File: config.mk
export PLATFORM = sky130hd
export DESIGN_NAME = i2c_txn_sched
export DESIGN_NICKNAME = d
export VERILOG_FILES = /design/src/rtl/i2c_txn_sched.sv
export SDC_FILE = /design/constraint.sdc
export NUM_CORES = 1
export LEC_CHECK = 0
export ABC_AREA = 0
export BUFFER_PORTS_ARGS = -buffer_cell sky130_fd_sc_hd__buf_2
export CAP_MARGIN = 20
export CORE_ASPECT_RATIO = 0.75
export CORE_MARGIN = 2
export CORE_UTILIZATION = 49
export DETAILED_ROUTE_END_ITERATION = 7
export PLACE_DENSITY = 0.82
export SYNTH_ARGS = -nofsm -noshare
export SYNTH_HDL_FRONTEND = slang
export SYNTH_SLANG_ARGS = --single-unit
File: constraint.sdc
create_clock -name clk -period 2.9 [get_ports clk]
set_clock_uncertainty 0.2 [all_clocks]
set_input_delay 0 -clock clk [delete_from_list [all_inputs] [get_ports clk]]
set_output_delay 0 -clock clk [all_outputs]
set_load 0.02 [all_outputs]
File: src/rtl/i2c_txn_sched.sv
// Round-robin scheduler that shares one i2c_master among NUM_REQ three-byte write requesters.
// It also retries NACKs, times out hung transactions, and returns completion status to the granted requester.
module i2c_txn_sched #(
  parameter int NUM_REQ    = 4,
  parameter int MAX_RETRY  = 2,
  parameter int GAP_CYCLES = 16,
  parameter int TIMEOUT    = 4096
) (
  input  logic                    clk,
  input  logic                    rst,
  input  logic [NUM_REQ-1:0]      req,
  input  logic [NUM_REQ*7-1:0]    req_addr,
  input  logic [NUM_REQ*16-1:0]   req_data,
  output logic [NUM_REQ-1:0]      grant,
  output logic [NUM_REQ-1:0]      req_done,
  output logic [1:0]              req_err,
  output logic                    m_start,
  output logic [6:0]              m_addr,
  output logic [7:0]              m_data1,
  output logic [7:0]              m_data2,
  input  logic                    m_busy,
  input  logic                    m_done,
  input  logic                    m_nack,
  output logic                    m_abort
);

  localparam int IDX_W = $clog2(NUM_REQ);
  localparam int RTY_W = ($clog2(MAX_RETRY + 1) > 2) ? $clog2(MAX_RETRY + 1) : 2;
  localparam int TO_W  = $clog2(TIMEOUT);
  localparam int GAP_W = (GAP_CYCLES > 1) ? $clog2(GAP_CYCLES) : 1;

  typedef enum logic [1:0] {IDLE, ISSUE, WAIT, GAP} state_t;

  state_t             state, state_n;
  logic [IDX_W-1:0]   last, last_n;
  logic [RTY_W-1:0]   retry_cnt, retry_n;
  logic [TO_W-1:0]    to_cnt, to_n;
  logic [GAP_W-1:0]   gap_cnt, gap_n;
  logic [NUM_REQ-1:0] grant_n, done_n;
  logic [1:0]         err_n;
  logic               start_n, abort_n;
  logic [6:0]         addr_n;
  logic [7:0]         data1_n, data2_n;
  logic               win_found;
  logic [IDX_W-1:0]   win_idx;
  logic               fin;
  logic [1:0]         fin_status;

  // Search upward from the requester after the last winner, wrapping modulo NUM_REQ
  always_comb begin
    win_found = 1'b0;
    win_idx   = '0;
    for (int k = 1; k <= NUM_REQ; k++) begin
      if (!win_found && req[(int'(last) + k) % NUM_REQ]) begin
        win_found = 1'b1;
        win_idx   = IDX_W'((int'(last) + k) % NUM_REQ);
      end
    end
  end

  always_comb begin
    state_n    = state;
    grant_n    = grant;
    done_n     = '0;
    err_n      = '0;
    start_n    = 1'b0;
    abort_n    = 1'b0;
    addr_n     = m_addr;
    data1_n    = m_data1;
    data2_n    = m_data2;
    last_n     = last;
    retry_n    = retry_cnt;
    to_n       = to_cnt;
    gap_n      = gap_cnt;
    fin        = 1'b0;
    fin_status = 2'd0;
    case (state)
      IDLE: begin
        if (win_found) begin
          grant_n = NUM_REQ'(1) << win_idx;
          addr_n  = req_addr[7*int'(win_idx) +: 7];
          data1_n = req_data[16*int'(win_idx) + 8 +: 8];
          data2_n = req_data[16*int'(win_idx) +: 8];
          last_n  = win_idx;
          retry_n = '0;
          state_n = ISSUE;
        end
      end
      ISSUE: begin
        if (!m_busy) begin
          start_n = 1'b1;
          to_n    = '0;
          state_n = WAIT;
        end
      end
      WAIT: begin
        // A completing m_done takes precedence over a timeout on the same cycle
        if (m_done) begin
          if (!m_nack) begin
            fin = 1'b1;
          end else if (retry_cnt < RTY_W'(MAX_RETRY)) begin
            retry_n = retry_cnt + RTY_W'(1);
            gap_n   = '0;
            state_n = GAP;
          end else begin
            fin        = 1'b1;
            fin_status = 2'd1;
          end
        end else if (to_cnt == TO_W'(TIMEOUT - 1)) begin
          abort_n    = 1'b1;
          fin        = 1'b1;
          fin_status = 2'd2;
        end else if (to_cnt != {TO_W{1'b1}}) begin
          to_n = to_cnt + TO_W'(1);
        end
      end
      GAP: begin
        if (gap_cnt == GAP_W'(GAP_CYCLES - 1)) begin
          state_n = ISSUE;
        end else begin
          gap_n = gap_cnt + GAP_W'(1);
        end
      end
      default: state_n = IDLE;
    endcase
    if (fin) begin
      done_n  = grant;
      err_n   = fin_status;
      grant_n = '0;
      state_n = IDLE;
    end
  end

  // The reset value of last gives requester 0 first priority
  always_ff @(posedge clk) begin
    if (rst) begin
      state     <= IDLE;
      grant     <= '0;
      req_done  <= '0;
      req_err   <= '0;
      m_start   <= 1'b0;
      m_abort   <= 1'b0;
      m_addr    <= '0;
      m_data1   <= '0;
      m_data2   <= '0;
      last      <= IDX_W'(NUM_REQ - 1);
      retry_cnt <= '0;
      to_cnt    <= '0;
      gap_cnt   <= '0;
    end else begin
      state     <= state_n;
      grant     <= grant_n;
      req_done  <= done_n;
      req_err   <= err_n;
      m_start   <= start_n;
      m_abort   <= abort_n;
      m_addr    <= addr_n;
      m_data1   <= data1_n;
      m_data2   <= data2_n;
      last      <= last_n;
      retry_cnt <= retry_n;
      to_cnt    <= to_n;
      gap_cnt   <= gap_n;
    end
  end

endmodule

==> results.toml <==
[outcome]
outcome = "complete, no violations"

[clock_tree]
cts_tree = "done"
cts_buffer_depth = 2
numCtsBuffers = 9
htreeDepth = 3
cts_root_buf = "clkbuf_8"
clk_latency_ps = 340
cts_sinks = 57
cts.reportedPaths.clkPinSlew_ps = 70

[setup_path]
reg2reg_slack_ps = 50
r2r_end = "m_data2[2]$_SDFFE_PP0P_"
cp_data_required_time_ps = 2950
worstPathArrival_ps = 2900
start_kind = "flop"
cp-end-kind = "flop"
crit_fanout = 26
reg2reg_depth = 7
criticalPathCategory = "reg -> reg"
rr_startpoint = "last[1]$_SDFFE_PP1P_"

[floorplan]
dieArea_sq_um = 7590
die_h_um = 76.0
coreArea_sq_um = 6730
num_rows = 26
initial_core_util = 0.503
io_pins = 136
die_x_um = 100

[layout]
nFillCells = 400
final_nets = 711
regArea_sq_um = 1140
drive_above_1_share = 0.306
multi_input_area_sq_um = 1980
syn_to_final_growth_pct = 54.5

[synth]
synth-seq-cells = 57
syn_nets = 486
synth_fa_ha_area_frac = 0.0222
synth_edf_count = 0
synth-async-reset-ratio = 0
ys.warnings.count = 0
syn_area_sq_um = 3380
syn_avg_cell_area_sq_um = 8.93
synth_top_family_by_area = "compound AO/OA/AOI/OAI gates"
synthMuxAreaShare = 0.0810
synth-compound-area-share = 0.287
seq_area_frac_synth = 0.337
ys.flop_type = "dfxtp_1"
synthesis.instances = 379
ys_types = 53
synth-simple-area-share = 0.161
synth_xor_xnor_area_share = 0.0336

[power]
ir_worst_vdd_mv = 0.514
power_frac_comb = 0.526
switching_share = 0.454
p_int_w = 0.00210
p_leak_nw = 2.37
power_density_nw_per_um2 = 735
switchingPower_w = 0.00174
p_seq_frac = 0.309
p_clk_frac = 0.165

[flow_run]
drv_cap = 0

[sta]
slew_headroom = 0.229
worstMarginPinSlew_ps = 1150
period_needed_ps = 2850
hold_viol_final = 0
final-setup-viol-count = 0
fin_tns_setup_ps = 0
drv_slew = 0
fmax_mhz = 351
fin_hold_ws_ps = 20.5
min_period_over_period = 0.982

[global_routing]
track_usage = 0.369
grt-ovfl-total = 0
antenna_found_initial = 3
grt_start_max_net_pins = 39
grt_pass1_vias = 4236
grt_pass1_wl_um = 21800

[route]
wl_per_cell_um = 20.5
drc_errors = 0
drt-pass1-iter-count = 7
drtAntennaViolNets = 0
vias_per_cell = 6.19
wirelength_um = 14300
vias = 4317
first_iter_violations = 426

[placed_design]
io_buffers = 135
hpwl_um = 6800
gp_congestion = 0.835

[hold_path]
hold_start = "req_data[41]"
min_path_cells = 5
hold_path_class = "in -> reg"
hold_end = "m_data1[1]$_SDFFE_PP0P_"
==> worst max path at each step <==
stage / start / end / slack (ps) / cells after the start
floorplan: state[0]$_SDFFE_PP0P_ / to_cnt[10]$_SDFFE_PP0P_ / 780 / 7
global placement: last[1]$_SDFFE_PP1P_ / m_data1[1]$_SDFFE_PP0P_ / 530 / 5
detailed placement: last[1]$_SDFFE_PP1P_ / m_data2[4]$_SDFFE_PP0P_ / 450 / 5
CTS: last[1]$_SDFFE_PP1P_ / m_data2[2]$_SDFFE_PP0P_ / 30 / 7
global route: last[1]$_SDFFE_PP1P_ / m_data2[2]$_SDFFE_PP0P_ / -7 / 7
finish: last[1]$_SDFFE_PP1P_ / m_data2[2]$_SDFFE_PP0P_ / 50 / 7
==> routing by layer <==
metal / part of all wire / global-route usage / routed length (um)
met1: 0.34 / 0.376 / 4850
met2: 0.46 / 0.597 / 6610
met3: 0.094 / 0.134 / 1340
met4: 0.10 / 0.312 / 1460
met5: 0 / 0 / 0
==> state kept, by name, summed over array words and instances, names as in the netlist <==
name       cells
to_cnt        12
m_data1        8
m_data2        8
m_addr         7
gap_cnt        4
grant          4
req_done       4
last           2
req_err        2
retry_cnt      2
state          2
m_abort        1
m_start        1
==> synth_stat cells, types with 2 or more instances <==
cell type	instances	share of area
a211oi_1	59	0.13
a211oi_2	11	0.041
a21oi_1	9	0.013
a21oi_2	2	0.0052
a22oi_1	4	0.0089
and2_1	4	0.0074
buf_2	6	0.0089
buf_6	5	0.017
clkbuf_1	13	0.014
dfxtp_1	57	0.34
ha_1	6	0.022
inv_1	28	0.031
mux2i_1	24	0.071
nand2_1	19	0.021
nand2b_1	4	0.0074
nand3_1	13	0.019
nand3b_1	2	0.0044
nand4_1	3	0.0055
nor2_1	22	0.024
nor2b_1	6	0.011
nor3_1	7	0.010
nor3b_1	3	0.0067
nor4b_1	2	0.0052
o21ai_0	5	0.0074
o21bai_1	25	0.055
or2_2	2	0.0037
xnor2_1	5	0.013
xor2_1	8	0.021
==> cell type report <==
| class | count | area share |
|---|---|---|
| Tap cell | 84 | 0.0201 |
| Sequential cell | 57 | 0.219 |
| Antenna cell | 5 | 0.00239 |
| Clock inverter | 4 | 0.00383 |
| Clock buffer | 11 | 0.0270 |
| Inverter | 29 | 0.0208 |
| Timing Repair Buffer | 240 | 0.328 |
| Multi-Input combinational cell | 267 | 0.379 |
==> kinds of logic (layout without fill, tap and decap cells) <==
family	after synthesis	count (layout)
adder cells (fa/ha/maj)	6	6
other	0	5
AO/OA/AOI/OAI	123	123
buffers and inverters	55	284
XOR/XNOR	13	13
multiplexers	26	26
AND/OR/NAND/NOR	99	99
flip-flops	57	57
==> power by group through the flow <==
stage	clock, W	sequential [W]	combinational (W)
after floorplan	0	0.00137	0.00109
after global placement	0	0.00116	0.00171
after detailed placement	0	0.00118	0.00176
after CTS	0.000644	0.00116	0.00188
after global routing	0.000672	0.00122	0.00213
final	0.000633	0.00119	0.00202
==> worst max-delay path: stages (launching register included) <==
cell and delay, ps:
dfxtp_2 390, mux2i_4 230, o22ai_4 640, a21oi_4 70, buf_8 240, mux2i_1 140, dlygate4sd3_1 560, a211oi_1 270
==> what timing repair did <==
item | CTS | global route
setup endpoints to repair | 0 | 3
hold buffers | 98 | 0
resized for setup | 0 | 3
setup buffers | 0 | 0
hold endpoints to repair | 35 | 0
==> placed cells by master, fill, tap and decap left out, drive strengths merged, types with 2 or more instances in the layout <==
cell / instances
buf: 142
dlygate4sd3: 98
a211oi: 70
dfxtp: 57
inv: 28
o21bai: 25
mux2i: 25
nor2: 22
nand2: 19
nand3: 13
a21oi: 12
clkbuf: 11
xor2: 8
nor3: 7
o21ai: 7
ha: 6
nor2b: 6
diode: 5
xnor2: 5
nand2b: 5
and2: 5
clkinv: 5
a22oi: 4
nand4: 4
nor3b: 3
nor4b: 3
nand3b: 2
or2: 2
and3: 2
and4: 2
==> through the flow <==
stage / cells / util / total power, W / setup slack [ps] / area [sq um]
floorplan: 379 / - / 0.00246 / 775 / 3380
global placement: 579 / 0.603 / 0.00287 / 534 / 4060
detailed placement: 579 / 0.603 / 0.00293 / 454 / 4060
CTS: 692 / 0.773 / 0.00368 / 30.9 / 5210
global route: 694 / 0.775 / 0.00402 / -7.09 / 5220
finish: 697 / 0.776 / 0.00384 / 51.7 / 5230
(Power assumes the default switching activity.)
